===== src/rtl/pipe_pkg.sv =====
// ---------------------------------------------------------------------------
// pipe_pkg
//
// Purpose:
//   Shared definitions for the pipeline-control blocks. The first user is
//   pipe_skid_reg, the elastic register placed between two CPU stages.
//   Future hazard/stall blocks are meant to import the same encodings.
//
// Contents:
//   pipe_state_e   - occupancy state of a two-entry skid register
//   PIPE_MAX_SIZE  - widest bundle a pipeline register is expected to carry
//   pipe_size_ok() - helper telling whether a bundle width is in range
// ---------------------------------------------------------------------------
package pipe_pkg;

  // Occupancy of a skid register. The encodings are fixed because other
  // blocks may decode them directly from a debug or status bus.
  typedef enum logic [1:0] {
    ST_EMPTY = 2'd0,
    ST_BUSY  = 2'd1,
    ST_FULL  = 2'd2
  } pipe_state_e;

  // Upper bound on the width of a pipeline bundle.
  localparam int PIPE_MAX_SIZE = 256;

  // True when a bundle width lies in 1..PIPE_MAX_SIZE.
  function automatic bit pipe_size_ok(input int width);
    return (width >= 1) && (width <= PIPE_MAX_SIZE);
  endfunction

endpackage


===== src/rtl/pipe_skid_entry.sv =====
// ---------------------------------------------------------------------------
// pipe_skid_entry
//
// Purpose:
//   One storage slot of the skid register. It holds a bundle of 'size' bits
//   with a load enable and a synchronous clear. Clear wins over load, so a
//   reset or flush on the same edge as a load always leaves the slot at zero.
//
// Ports:
//   clk_i  in   1     clock, rising edge
//   clear  in   1     synchronous clear to all zeros
//   load   in   1     capture d on this edge
//   d      in   size  next value
//   q      out  size  stored value
// ---------------------------------------------------------------------------
module pipe_skid_entry #(
  parameter int size = 32
) (
  input  logic            clk_i,
  input  logic            clear,
  input  logic            load,
  input  logic [size-1:0] d,
  output logic [size-1:0] q
);

  // Storage flops. Clear takes priority so that the slot reads as a bubble
  // (all zeros) after reset or flush, whatever the handshake was doing.
  always_ff @(posedge clk_i) begin
    if (clear) begin
      q <= '0;
    end else if (load) begin
      q <= d;
    end
  end

endmodule


===== src/rtl/pipe_skid_reg.sv =====
// ---------------------------------------------------------------------------
// pipe_skid_reg
//
// Purpose:
//   Elastic pipeline register between two CPU stages using a valid/ready
//   handshake on both sides. It has two entries, main and skid, so that it
//   can keep one transfer per cycle while the downstream ready is only seen
//   through flops: in_ready_o comes straight from a register and never from
//   out_ready_i combinationally. Bundles leave in strict FIFO order, one
//   cycle after they are accepted when the register is not stalled.
//
// Ports:
//   clk_i        in   1     clock, rising edge
//   rst_i        in   1     synchronous reset, active high
//   flush_i      in   1     synchronous squash (only with PIPE_SKID_REG_FLUSH_EN)
//   in_valid_i   in   1     upstream bundle on in_data_i is valid
//   in_data_i    in   size  upstream bundle
//   in_ready_o   out  1     register can accept (flop output)
//   out_valid_o  out  1     out_data_o holds a valid bundle (flop output)
//   out_data_o   out  size  downstream bundle, taken from the main entry
//   out_ready_i  in   1     downstream accepts this cycle
//
// Build option:
//   PIPE_SKID_REG_FLUSH_EN - when defined, adds flush_i for branch-taken
//   squash. Flush empties both entries to zero and discards any transfer
//   accepted on the same edge. Priority is rst_i > flush_i > handshake.
// ---------------------------------------------------------------------------
module pipe_skid_reg
  import pipe_pkg::*;
#(
  parameter int size = 32
) (
  input  logic            clk_i,
  input  logic            rst_i,
`ifdef PIPE_SKID_REG_FLUSH_EN
  input  logic            flush_i,
`endif
  input  logic            in_valid_i,
  input  logic [size-1:0] in_data_i,
  output logic            in_ready_o,
  output logic            out_valid_o,
  output logic [size-1:0] out_data_o,
  input  logic            out_ready_i
);

  pipe_state_e     state;
  logic            in_ready_q;
  logic            out_valid_q;

  logic            flush;
  logic            in_fire;
  logic            out_fire;
  logic            entry_clear;

  logic            main_load;
  logic            main_from_skid;
  logic            skid_load;
  logic [size-1:0] main_d;
  logic [size-1:0] main_q;
  logic [size-1:0] skid_q;

`ifdef PIPE_SKID_REG_FLUSH_EN
  assign flush = flush_i;
`else
  assign flush = 1'b0;
`endif

  // Both handshakes use only flopped outputs of this block, so neither fire
  // term creates a combinational ready path through the register.
  assign in_fire     = in_valid_i && in_ready_q;
  assign out_fire    = out_valid_q && out_ready_i;
  assign entry_clear = rst_i || flush;

  assign in_ready_o  = in_ready_q;
  assign out_valid_o = out_valid_q;
  assign out_data_o  = main_q;

  // Datapath steering. The main entry is loaded from the input when it is
  // free or being drained in the same cycle, and from the skid entry when a
  // full register drains. The skid entry only captures when the main entry
  // is occupied and stalled. A FULL register cannot see in_fire because
  // in_ready is low there, so that case needs no handling.
  always_comb begin
    main_load      = 1'b0;
    main_from_skid = 1'b0;
    skid_load      = 1'b0;
    case (state)
      ST_EMPTY: begin
        main_load = in_fire;
      end
      ST_BUSY: begin
        if (in_fire && out_fire) begin
          main_load = 1'b1;
        end else if (in_fire) begin
          skid_load = 1'b1;
        end
      end
      ST_FULL: begin
        if (out_fire) begin
          main_load      = 1'b1;
          main_from_skid = 1'b1;
        end
      end
      default: begin
      end
    endcase
  end

  assign main_d = main_from_skid ? skid_q : in_data_i;

  // Occupancy FSM with its two handshake outputs kept in flops next to the
  // state. Reset and flush both return to EMPTY with ready high. The unused
  // encoding falls back to EMPTY so the register recovers on its own.
  always_ff @(posedge clk_i) begin
    if (rst_i) begin
      state       <= ST_EMPTY;
      in_ready_q  <= 1'b1;
      out_valid_q <= 1'b0;
    end else if (flush) begin
      state       <= ST_EMPTY;
      in_ready_q  <= 1'b1;
      out_valid_q <= 1'b0;
    end else begin
      case (state)
        ST_EMPTY: begin
          if (in_fire) begin
            state       <= ST_BUSY;
            in_ready_q  <= 1'b1;
            out_valid_q <= 1'b1;
          end
        end
        ST_BUSY: begin
          if (in_fire && !out_fire) begin
            state       <= ST_FULL;
            in_ready_q  <= 1'b0;
            out_valid_q <= 1'b1;
          end else if (!in_fire && out_fire) begin
            state       <= ST_EMPTY;
            in_ready_q  <= 1'b1;
            out_valid_q <= 1'b0;
          end
        end
        ST_FULL: begin
          if (out_fire) begin
            state       <= ST_BUSY;
            in_ready_q  <= 1'b1;
            out_valid_q <= 1'b1;
          end
        end
        default: begin
          state       <= ST_EMPTY;
          in_ready_q  <= 1'b1;
          out_valid_q <= 1'b0;
        end
      endcase
    end
  end

  // Main entry: always the entry presented downstream.
  pipe_skid_entry #(
    .size (size)
  ) u_main (
    .clk_i (clk_i),
    .clear (entry_clear),
    .load  (main_load),
    .d     (main_d),
    .q     (main_q)
  );

  // Skid entry: catches the bundle that arrives in the cycle the
  // downstream stalls, since in_ready only drops one edge later.
  pipe_skid_entry #(
    .size (size)
  ) u_skid (
    .clk_i (clk_i),
    .clear (entry_clear),
    .load  (skid_load),
    .d     (in_data_i),
    .q     (skid_q)
  );

endmodule


===== config.mk =====
export PLATFORM = sky130hd
export DESIGN_NAME = pipe_skid_reg
export DESIGN_NICKNAME = d
export VERILOG_FILES = /design/src/rtl/pipe_pkg.sv /design/src/rtl/pipe_skid_entry.sv /design/src/rtl/pipe_skid_reg.sv
export SDC_FILE = /design/constraint.sdc
export NUM_CORES = 1
export LEC_CHECK = 0
export ABC_AREA = 1
export CAP_MARGIN = 20
export CORE_MARGIN = 2
export CORE_UTILIZATION = 50
export CTS_BUF_LIST = sky130_fd_sc_hd__clkbuf_8 sky130_fd_sc_hd__clkbuf_16
export CTS_CLUSTER_SIZE = 40
export DETAILED_ROUTE_END_ITERATION = 10
export GPL_ROUTABILITY_DRIVEN = 0
export MAX_ROUTING_LAYER = met4
export PLACE_DENSITY = 0.77
export SLEW_MARGIN = 20
export SYNTH_ARGS = -nofsm -noshare
export SYNTH_HDL_FRONTEND = slang
export SYNTH_SLANG_ARGS = --single-unit

===== constraint.sdc =====
create_clock -name clk_i -period 1.5 [get_ports clk_i]
set_clock_uncertainty 0.15 [all_clocks]
set_input_delay 0.45 -clock clk_i [delete_from_list [all_inputs] [get_ports clk_i]]
set_output_delay 0.45 -clock clk_i [all_outputs]
set_load 0.1 [all_outputs]

==> load_flow_metrics.sql, run 1 <==
INSERT INTO impl_metrics (metric_group, metric, value, unit) VALUES
('run_status', 'outcome', 'finished with violations', ''),
('run_status', 'violations_in_the_final_reports', 'negative setup slack', ''),
('timing', 'period_share', '103.9', '%'),
('cts', 'cts_max_path_buffers', '2', ''),
('global_route', 'first_global_vias', '2859', ''),
('setup_path', 'setup.worst_path.start_class', 'flip-flop', ''),
('cells_and_area', 'final_layout_size_suffix_gt1_share', '24.48', '%'),
('logic_synthesis', 'netlist-cell-type-count', '17', ''),
('power', 'p_sw_share', '38.10', '%'),
('power', 'power.sequential.fraction', '37.9', '%'),
('logic_synthesis', 'sequential_share_of_the_synthesized_area', '44.32', '%'),
('die', 'initial_utilization', '51.88', '%'),
('route', 'vias_per_cell', '5.086', ''),
('cts', 'max_h_tree_level', '3', ''),
('route', 'drt-wirelength-per-cell', '13.06', 'µm'),
('setup_path', 'worst-path-max-fanout', '17', ''),
('die', 'die_width', '82.38', 'µm'),
('cells_and_area', 'fin_util', '78.30', '%'),
('cts', 'clock-root-buffer', 'sky130_fd_sc_hd__clkbuf_8', ''),
('die', 'die_area', '6786', 'µm²'),
('timing', 'hold_viol', '0', ''),
('setup_path', 'critPathBufInv', '2', ''),
('power', 'power.internal', '3577', 'µW'),
('logic_synthesis', 'yosys-top-cells-area', 'sky130_fd_sc_hd__dfxtp_1 44%, sky130_fd_sc_hd__nand2_1 14%, sky130_fd_sc_hd__inv_1 8.3%', ''),
('cells_and_area', 'layout.cells.most_common_list', '105 x sky130_fd_sc_hd__nand2_1, 67 x sky130_fd_sc_hd__inv_1, 59 x sky130_fd_sc_hd__nor2_1', ''),
('power', 'comb_power_share', '39.4', '%'),
('setup_path', 'crit_chain', 'buf_4, nor2_4, nand3_4, buf_12, o21ai_0, a21oi_1', ''),
('global_route', 'grt_usage', '24.75', '%'),
('placement', 'place.port_buffers', '69', ''),
('cells_and_area', 'insertedDiodeCount', '0', ''),
('cts', 'cts.sinks', '68', ''),
('cells_and_area', 'finished_cell_area', '4636', 'µm²'),
('route', 'detail_route.first_pass.iterations', '5', ''),
('timing', 'finalSetupViolations', '2', ''),
('logic_synthesis', 'synth.cell_area', '3072', 'µm²'),
('setup_path', 'timing.critical_path.to_type', 'flip-flop', ''),
('timing', 'max_freq', '0.6417', 'GHz'),
('logic_synthesis', 'syn-instance-count', '450', ''),
('global_route', 'grt-ovfl-total', '0', ''),
('placement', 'dpl-instance-area', '4228', 'µm²'),
('route', 'drt_iter0_drc', '191', ''),
('route', 'routed-via-count', '3062', ''),
('die', 'io_pins', '70', ''),
('die', 'core-area', '5921', 'µm²'),
('min_path', 'hold_path_class', 'flip-flop to flip-flop', ''),
('setup_path', 'cp_data_arrival_time', '1.63', 'ns'),
('logic_synthesis', 'synth.net_count', '486', ''),
('timing', 'final_setup_slack_of_the_worst_path', '-0.05838', 'ns'),
('logic_synthesis', 'yosysWarnings', '0', ''),
('cells_and_area', 'nNetsFinal', '559', ''),
('cells_and_area', 'layout_commonest_cell', 'sky130_fd_sc_hd__nand2_1', ''),
('placement', 'place_hpwl', '4542', 'µm'),
('die', 'placementRows', '28', ''),
('route', 'final_antenna_net_count', '0', ''),
('power', 'power.density', '1247', 'nW/µm²'),
('setup_path', 'slowest_stage', 'sky130_fd_sc_hd__dfxtp_4', ''),
('route', 'drc', '0', ''),
('cts', 'cts_made_buffers', '9', ''),
('logic_synthesis', 'synth_area_leader_cell', 'sky130_fd_sc_hd__dfxtp_1', ''),
('cts', 'tritoncts_clock_tree', 'yes', ''),
('cts', 'post_cts_hold_buffer_count', '0', ''),
('logic_synthesis', 'synthDominantCellAreaShare', '44.32', '%'),
('setup_path', 'timing.critical_path.max_delay_family', 'flip-flops', ''),
('timing', 'timing_worst_slew_pin_value', '0.2561', 'ns'),
('logic_synthesis', 'synth.avg_cell_area', '6.826', 'µm²'),
('timing', 'final_max_slew_viol_count', '0', ''),
('flow_run', 'number_of_max_cap_violations', '0', ''),
('power', 'peakVddDrop', '0.0009299', 'V'),
('cts', 'clk_pin_slew', '0.07', 'ns'),
('timing', 'grt_setup_unrepaired', 'yes', ''),
('power', 'p_leak', '0.002122', 'µW');
[kinds of logic after synthesis]
logic type             Yosys count  synth area share (%)
AND/OR/NAND/NOR                186                 23.63
buffers and inverters           97                 15.68
flip-flops                      68                 44.32
AO/OA/AOI/OAI                   99                 16.37
[worst min-delay path, delay by kind of cell (launching register included)]
| family | cells | cell delay [ns] |
|---|---|---|
| flip-flops | 1 | 0.30 |
| AO/OA/AOI/OAI | 1 | 0.05 |
| buffers and inverters | 1 | 0.06 |
[cells in the mapped netlist]
| cell | number |
|---|---|
| sky130_fd_sc_hd__nand2_2 | 1 |
| sky130_fd_sc_hd__nand2_4 | 1 |
| sky130_fd_sc_hd__nand3_2 | 1 |
| sky130_fd_sc_hd__a21oi_1 | 34 |
| sky130_fd_sc_hd__o21ai_1 | 30 |
| sky130_fd_sc_hd__clkbuf_1 | 8 |
| sky130_fd_sc_hd__buf_2 | 4 |
| sky130_fd_sc_hd__o21ai_2 | 2 |
| sky130_fd_sc_hd__o21ai_0 | 33 |
| sky130_fd_sc_hd__nand3_1 | 5 |
| sky130_fd_sc_hd__nor2_1 | 64 |
| sky130_fd_sc_hd__buf_6 | 15 |
| sky130_fd_sc_hd__nand2_1 | 112 |
| sky130_fd_sc_hd__dfxtp_1 | 68 |
| sky130_fd_sc_hd__inv_2 | 2 |
| sky130_fd_sc_hd__inv_1 | 68 |
| sky130_fd_sc_hd__nor2_2 | 2 |
[power by group through the flow]
| stage | Sequential [µW] | Clock [µW] | Combinational (µW) |
|---|---|---|---|
| floorplan | 2970 | 0 | 562 |
| detailed placement | 2210 | 0 | 2080 |
| finish | 2190 | 1320 | 2270 |
| CTS | 2180 | 1320 | 2210 |
| global route | 2200 | 1410 | 2410 |
| global placement | 2210 | 0 | 2050 |
[metrics by stage]
stage / power (µW) / setup WS (ns) / setup TNS [ns] / hold WS [ns] / instances
6_report: 5779 / -0.05838 / -0.06241 / 0.2988 / 602
5_1_grt: 6024 / -0.05160 / -0.8174 / 0.3168 / 602
4_1_cts: 5707 / -0.005703 / -0.005703 / 0.3020 / 601
3_5_place_dp: 4299 / -0.5001 / -27.59 / 0.2916 / 580
3_3_place_gp: 4253 / -0.4185 / -25.47 / 0.2860 / 580
2_1_floorplan: 3533 / -0.02438 / -0.7982 / 0.2792 / 450
[final timing paths]
path,start,end,slack [ns],depth (start not counted)
setup / recovery,state[1]$_SDFFE_PP0P_,u_skid.q[14]$_SDFFE_PP0P_,-0.06,6
hold / removal,u_skid.q[31]$_SDFFE_PP0P_,u_skid.q[31]$_SDFFE_PP0P_,0.30,2
setup reg to reg,state[1]$_SDFFE_PP0P_,u_skid.q[14]$_SDFFE_PP0P_,-0.06,6
hold reg to reg,u_skid.q[31]$_SDFFE_PP0P_,u_skid.q[31]$_SDFFE_PP0P_,0.30,2
[routing by layer]
layer | GRT usage, % | wire (µm) | vias up | part of all wire [%]
li1 | - | - | 1520 | -
met5 | - | 0 | - | 0
met1 | 27.12 | 3019 | 1380 | 38
met3 | 6.957 | 580 | 23 | 7.4
met2 | 42.02 | 4091 | 139 | 52
met4 | 10.50 | 172 | 0 | 2.2
[area by class of cell]
type / count / area [µm²]
clock buffer: 11 / 151.4
clock inverter: 4 / 17.52
fill: 382 / 1285
inverter: 70 / 265.3
multi-input combinational: 285 / 1313
sequential: 68 / 1421
tap: 75 / 93.84
timing repair buffer: 89 / 1374
[flip-flops by register name, summed over array words and instances, names as in the netlist]
register / count
u_skid.q: 32
u_main.q: 32
out_valid_o: 1
in_ready_o: 1
state: 2
[what timing repair did]
action,CTS,global route
buffers inserted,3,1
endpoints found under the setup margin,63,81
cloned,3,1
resized for setup,14,29
pin swaps,3,6
endpoints found under the hold margin,0,0
No activity file was read; power rests on OpenSTA's default activity.
==> inputs of run 2 (changes only) <==
==> constraint.sdc (replaced) <==
create_clock -name clk_i -period 1.47 [get_ports clk_i]
set_clock_uncertainty 0.15 [all_clocks]
set_input_delay 0.441 -clock clk_i [delete_from_list [all_inputs] [get_ports clk_i]]
set_output_delay 0.441 -clock clk_i [all_outputs]
set_load 0.1 [all_outputs]
==> load_flow_metrics.sql, run 2 (same netlist as run 1, synthesis figures left out) <==
INSERT INTO impl_metrics (metric_group, metric, value, unit) VALUES
('global_route', 'grt_usage', '26.34', '%'),
('route', 'drt_iter0_drc', '275', ''),
('cts', 'cts_max_path_buffers', '2', ''),
('route', 'routed-via-count', '3415', ''),
('timing', 'hold_viol', '0', ''),
('power', 'power.sequential.fraction', '34.4', '%'),
('timing', 'final_max_slew_viol_count', '0', ''),
('power', 'totalPowerFinal', '6516', 'µW'),
('cells_and_area', 'final_layout_size_suffix_gt1_share', '35.40', '%'),
('cells_and_area', 'fin_util', '86.12', '%'),
('setup_path', 'setup.worst_path.start_class', 'flip-flop', ''),
('cts', 'tritoncts_clock_tree', 'yes', ''),
('setup_path', 'crit_type', 'flip-flop to flip-flop', ''),
('global_route', 'maximum_number_of_pins_on_one_net_before_global_route_repair', '41', ''),
('cts', 'cts.sinks', '68', ''),
('setup_path', 'rr_startpoint', 'state[0]$_SDFFE_PP0P_', ''),
('cts', 'clk_pin_slew', '0.08', 'ns'),
('die', 'dieHeight', '82.38', 'µm'),
('cts', 'post_cts_hold_buffer_count', '0', ''),
('cts', 'clock-root-buffer', 'sky130_fd_sc_hd__clkbuf_8', ''),
('setup_path', 'cp_data_arrival_time', '1.66', 'ns'),
('power', 'power.internal', '3916', 'µW'),
('power', 'comb_power_share', '41.6', '%'),
('setup_path', 'timing.reg2reg.setup_slack', '-0.10', 'ns'),
('timing', 'timing.slew.headroom', '81.58', '%'),
('placement', 'place.port_buffers', '69', ''),
('timing', 'grt_setup_unrepaired', 'yes', ''),
('die', 'core-area', '5921', 'µm²'),
('power', 'clockPowerShare', '24.0', '%'),
('die', 'die_area', '6786', 'µm²'),
('global_route', 'grt-ovfl-total', '0', ''),
('route', 'drt-wirelength-per-cell', '17.77', 'µm'),
('timing', 'worst_hold_slack', '0.3051', 'ns'),
('timing', 'finalSetupViolations', '59', ''),
('flow_run', 'number_of_max_cap_violations', '0', ''),
('setup_path', 'worst-path-max-fanout', '14', ''),
('cells_and_area', 'registers_with_the_most_flip_flops', 'u_main.q x32, u_skid.q x32, state x2', ''),
('setup_path', 'crit_start', 'state[0]$_SDFFE_PP0P_', ''),
('cts', 'cts_made_buffers', '9', ''),
('run_status', 'outcome', 'finished with violations', ''),
('power', 'power.density', '1278', 'nW/µm²'),
('timing', 'timing_worst_slew_pin_value', '0.2734', 'ns'),
('placement', 'place_hpwl', '4695', 'µm'),
('timing', 'final_setup_slack_of_the_worst_path', '-0.1010', 'ns'),
('die', 'initial_utilization', '51.88', '%'),
('global_route', 'grt_first_pass_wirelength', '13180', 'µm'),
('placement', 'dp_slack', '-0.5264', 'ns'),
('global_route', 'first_global_vias', '2969', ''),
('timing', 'max_freq', '0.6365', 'GHz'),
('power', 'peakVddDrop', '0.0008594', 'V'),
('route', 'detail_route.first_pass.iterations', '6', ''),
('global_route', 'grt_antenna_before_repair', '0', ''),
('route', 'final_wirelength', '11070', 'µm'),
('setup_path', 'timing.critical_path.to_type', 'flip-flop', ''),
('power', 'net-switching-power', '2600', 'µW'),
('cells_and_area', 'fillCellCount', '297', ''),
('route', 'final_antenna_net_count', '0', ''),
('cts', 'clock_insertion_delay_worst_skew', '0.35', 'ns'),
('die', 'die_width', '82.38', 'µm'),
('cells_and_area', 'nNetsFinal', '579', ''),
('cells_and_area', 'area_delta_synth_final', '65.99', '%'),
('cells_and_area', 'layout_commonest_cell', 'sky130_fd_sc_hd__nand2_1', ''),
('power', 'p_sw_share', '39.91', '%'),
('timing', 'period_share', '106.9', '%'),
('min_path', 'hold_path_class', 'flip-flop to flip-flop', ''),
('cts', 'max_h_tree_level', '3', ''),
('min_path', 'timing.hold.worst.start', 'u_skid.q[1]$_SDFFE_PP0P_', ''),
('route', 'drc', '0', ''),
('cells_and_area', 'insertedDiodeCount', '0', ''),
('die', 'io_pins', '70', ''),
('timing', 'final_period_minus_worst_setup_slack', '1.571', 'ns'),
('run_status', 'violations_in_the_final_reports', 'negative setup slack', ''),
('setup_path', 'crit_required', '1.56', 'ns'),
('power', 'p_leak', '0.002261', 'µW'),
('cells_and_area', 'layout.cells.most_common_list', '86 x sky130_fd_sc_hd__nand2_1, 66 x sky130_fd_sc_hd__inv_1, 52 x sky130_fd_sc_hd__nor2_1', ''),
('route', 'vias_per_cell', '5.482', ''),
('die', 'placementRows', '28', '');
-- run 2: final timing paths --
path	endpoint	cells after the start
hold / removal	u_skid.q[1]$_SDFFE_PP0P_	2
setup reg to reg	u_skid.q[14]$_SDFFE_PP0P_	6
setup / recovery	u_skid.q[14]$_SDFFE_PP0P_	6
hold reg to reg	u_skid.q[1]$_SDFFE_PP0P_	2
-- run 2: area by class of cell --
class / count / area, µm² / area share, %
clock inverters: 7 / 67.56 / 1.325
multi-input cells: 286 / 1510 / 29.62
inverters: 70 / 267.8 / 5.252
repair buffers: 108 / 1614 / 31.66
clock buffers: 9 / 123.9 / 2.429
flip-flops and latches: 68 / 1421 / 27.88
well taps: 75 / 93.84 / 1.840
-- run 2: power by group through the flow --
stage	Combinational (µW)	Sequential, µW	Clock [µW]
after floorplan	579	3030	0
after global placement	2090	2250	0
after detailed placement	2120	2260	0
after CTS	2320	2230	1530
after global routing	2820	2260	1650
final	2710	2240	1560
-- run 2: per-stage QoR --
step           area, µm²  cells  setup TNS (ns)
6_report            5099    623          -1.239
5_1_grt             5099    623          -4.416
4_1_cts             4707    611         -0.4884
3_5_place_dp        4220    584          -31.65
3_3_place_gp        4220    584          -27.87
2_1_floorplan       3136    450          -1.841
-- run 2: per-layer routing --
metal | global-route usage [%] | part of all wire (%) | up-vias
li1 | - | - | 1567
met4 | 10.67 | 4.9 | 0
met5 | - | 0 | -
met2 | 46.21 | 52 | 189
met1 | 28.72 | 37 | 1601
met3 | 5.978 | 5.9 | 58
-- run 2: critical path, cell delays in order, from the launching register on --
cell and delay [ns]:
sky130_fd_sc_hd__dfxtp_4 0.42, sky130_fd_sc_hd__inv_4 0.07, sky130_fd_sc_hd__nor2_4 0.14, sky130_fd_sc_hd__nand3_4 0.16
sky130_fd_sc_hd__buf_6 0.19, sky130_fd_sc_hd__o21ai_0 0.25, sky130_fd_sc_hd__a21oi_1 0.07
-- run 2: repair_timing --
action                     CTS  global route
pin swaps                    5            15
setup endpoints to repair   98           100
setup buffers                6             4
gates cloned                 5             8
resized for setup           47            67
==> inputs of run 3 (changes only) <==
--- a/config.mk
+++ b/config.mk
@@ -12,9 +12,9 @@
 export CTS_BUF_LIST = sky130_fd_sc_hd__clkbuf_8 sky130_fd_sc_hd__clkbuf_16
 export CTS_CLUSTER_SIZE = 40
 export DETAILED_ROUTE_END_ITERATION = 10
-export GPL_ROUTABILITY_DRIVEN = 0
 export MAX_ROUTING_LAYER = met4
 export PLACE_DENSITY = 0.77
+export SKIP_LAST_GASP = 1
 export SLEW_MARGIN = 20
 export SYNTH_ARGS = -nofsm -noshare
 export SYNTH_HDL_FRONTEND = slang
==> load_flow_metrics.sql, run 3 (same netlist as run 1, synthesis figures left out) <==
INSERT INTO impl_metrics (metric_group, metric, value, unit) VALUES
('cells_and_area', 'layout.cells.non_filler', '623', ''),
('timing', 'hold_viol', '0', ''),
('die', 'io_pins', '70', ''),
('global_route', 'grt_antenna_before_repair', '0', ''),
('timing', 'max_freq', '0.6442', 'GHz'),
('run_status', 'violations_in_the_final_reports', 'negative setup slack', ''),
('placement', 'dpl-instance-area', '4220', 'µm²'),
('route', 'final_antenna_net_count', '0', ''),
('cells_and_area', 'area_delta_synth_final', '64.11', '%'),
('setup_path', 'critical-path-max-stage-delay', '0.35', 'ns'),
('die', 'die_area', '6786', 'µm²'),
('setup_path', 'timing.critical_path.to_type', 'flip-flop', ''),
('cts', 'clock_insertion_delay_worst_skew', '0.35', 'ns'),
('power', 'p_leak', '0.002256', 'µW'),
('global_route', 'grt_usage', '26.34', '%'),
('route', 'vias_per_cell', '5.494', ''),
('flow_run', 'number_of_max_cap_violations', '0', ''),
('setup_path', 'crit_required', '1.59', 'ns'),
('timing', 'timing_worst_slew_pin_value', '0.2660', 'ns'),
('cts', 'cts_made_buffers', '9', ''),
('route', 'drc', '0', ''),
('cells_and_area', 'layout_commonest_cell', 'sky130_fd_sc_hd__nand2_1', ''),
('timing', 'finalSetupViolations', '45', ''),
('route', 'drt-wirelength-per-cell', '17.23', 'µm'),
('die', 'die_width', '82.38', 'µm'),
('die', 'dieHeight', '82.38', 'µm'),
('timing', 'final_period_minus_worst_setup_slack', '1.552', 'ns'),
('timing', 'grt_setup_unrepaired', 'yes', ''),
('route', 'final_wirelength', '10730', 'µm'),
('cts', 'cts_max_path_buffers', '2', ''),
('global_route', 'grt-ovfl-total', '0', ''),
('min_path', 'hold_path_class', 'flip-flop to flip-flop', ''),
('cts', 'clock-root-buffer', 'sky130_fd_sc_hd__clkbuf_8', ''),
('cells_and_area', 'nNetsFinal', '579', ''),
('global_route', 'first_global_vias', '2969', ''),
('placement', 'place_congestion', '0.8915', ''),
('cells_and_area', 'final_layout_size_suffix_gt1_share', '32.48', '%'),
('cts', 'clk_pin_slew', '0.08', 'ns'),
('cts', 'post_cts_hold_buffer_count', '0', ''),
('setup_path', 'cp_data_arrival_time', '1.67', 'ns'),
('cells_and_area', 'finished_cell_area', '5041', 'µm²'),
('setup_path', 'setup.worst_path.start_class', 'flip-flop', ''),
('timing', 'timing.slew.headroom', '82.08', '%'),
('cts', 'tritoncts_clock_tree', 'yes', ''),
('cts', 'cts.sinks', '68', ''),
('power', 'power.density', '1282', 'nW/µm²'),
('timing', 'final_setup_slack_of_the_worst_path', '-0.08235', 'ns'),
('placement', 'place.port_buffers', '69', ''),
('power', 'peakVddDrop', '0.0009454', 'V'),
('setup_path', 'crit_type', 'flip-flop to flip-flop', ''),
('timing', 'period_share', '105.6', '%'),
('route', 'drt_iter0_drc', '330', ''),
('route', 'routed-via-count', '3423', ''),
('route', 'detail_route.first_pass.iterations', '7', ''),
('global_route', 'grt_first_pass_wirelength', '13180', 'µm'),
('setup_path', 'worst-path-max-fanout', '9', ''),
('power', 'totalPowerFinal', '6461', 'µW'),
('timing', 'timing.setup.tns', '-0.9386', 'ns'),
('global_route', 'maximum_number_of_pins_on_one_net_before_global_route_repair', '41', ''),
('die', 'core-area', '5921', 'µm²'),
('placement', 'place_hpwl', '4695', 'µm'),
('setup_path', 'crit_chain', 'inv_4, nor2_4, nand2_4, nand2_8, nand2_8, buf_12, nand2_1, nand2_1, nor2_1', ''),
('timing', 'final_max_slew_viol_count', '0', ''),
('setup_path', 'timing.reg2reg.setup_slack', '-0.08', 'ns'),
('die', 'initial_utilization', '51.88', '%'),
('cts', 'max_h_tree_level', '3', ''),
('cells_and_area', 'registers_with_the_most_flip_flops', 'u_main.q x32, u_skid.q x32, state x2', ''),
('setup_path', 'slowest_stage', 'sky130_fd_sc_hd__dfxtp_2', ''),
('die', 'placementRows', '28', ''),
('run_status', 'outcome', 'finished with violations', ''),
('cells_and_area', 'layout.cells.most_common_list', '97 x sky130_fd_sc_hd__nand2_1, 66 x sky130_fd_sc_hd__inv_1, 55 x sky130_fd_sc_hd__nor2_1', ''),
('placement', 'place_inst', '584', ''),
('cells_and_area', 'insertedDiodeCount', '0', '');
-- run 3: path summary, 6_finish.rpt --
kind                               end                     start  cells after the start
max          u_main.q[12]$_SDFFE_PP0P_     state[1]$_SDFFE_PP0P_                      9
min           u_skid.q[1]$_SDFFE_PP0P_  u_skid.q[1]$_SDFFE_PP0P_                      2
max reg2reg  u_main.q[12]$_SDFFE_PP0P_     state[1]$_SDFFE_PP0P_                      9
min reg2reg   u_skid.q[1]$_SDFFE_PP0P_  u_skid.q[1]$_SDFFE_PP0P_                      2
-- run 3: metrics by stage --
step / util [%] / hold WS [ns] / setup slack [ns]
5_1_grt: 85.14 / 0.3249 / -0.1914
3_5_place_dp: 71.28 / 0.2954 / -0.5264
4_1_cts: 79.50 / 0.3070 / -0.04339
2_1_floorplan: - / 0.2792 / -0.05268
3_3_place_gp: 71.28 / 0.2863 / -0.4415
6_report: 85.14 / 0.3020 / -0.08235
-- run 3: routing by layer --
metal / part of all wire [%] / up-vias / GRT usage [%]
li1: - / 1563 / -
met4: 4.5 / 0 / 10.67
met5: 0 / - / -
met1: 36 / 1589 / 28.72
met2: 52 / 215 / 46.21
met3: 8.0 / 56 / 5.978
-- run 3: critical path: cells and delay by family (launching register included) --
family	cells	cell delay, ns
buffers and inverters	2	0.22
and+or+nand+nor	7	0.77
DFF	1	0.35
-- run 3: cell type report --
type,count,area [µm²]
inverters,70,267.8
clock inverters,7,67.56
flip-flops and latches,68,1421
multi-input cells,286,1456
repair buffers,108,1610
fillers,299,879.6
well taps,75,93.84
clock buffers,9,123.9
-- run 3: report_power, final --
group	leakage (µW)	switching (µW)	total [µW]	internal [µW]
logic	0.00158	1600	2650	1050
clock network	0.000105	785	1560	779
registers	0.000572	177	2240	2070
total	0.00226	2560	6460	3900
-- run 3: repair_timing --
| action | 4_1_cts | 5_1_grt |
|---|---|---|
| endpoints found under the setup margin | 98 | 100 |
| pin swaps | 5 | 15 |
| gates resized for setup | 47 | 48 |
| buffers inserted | 6 | 4 |
| gates cloned | 5 | 8 |
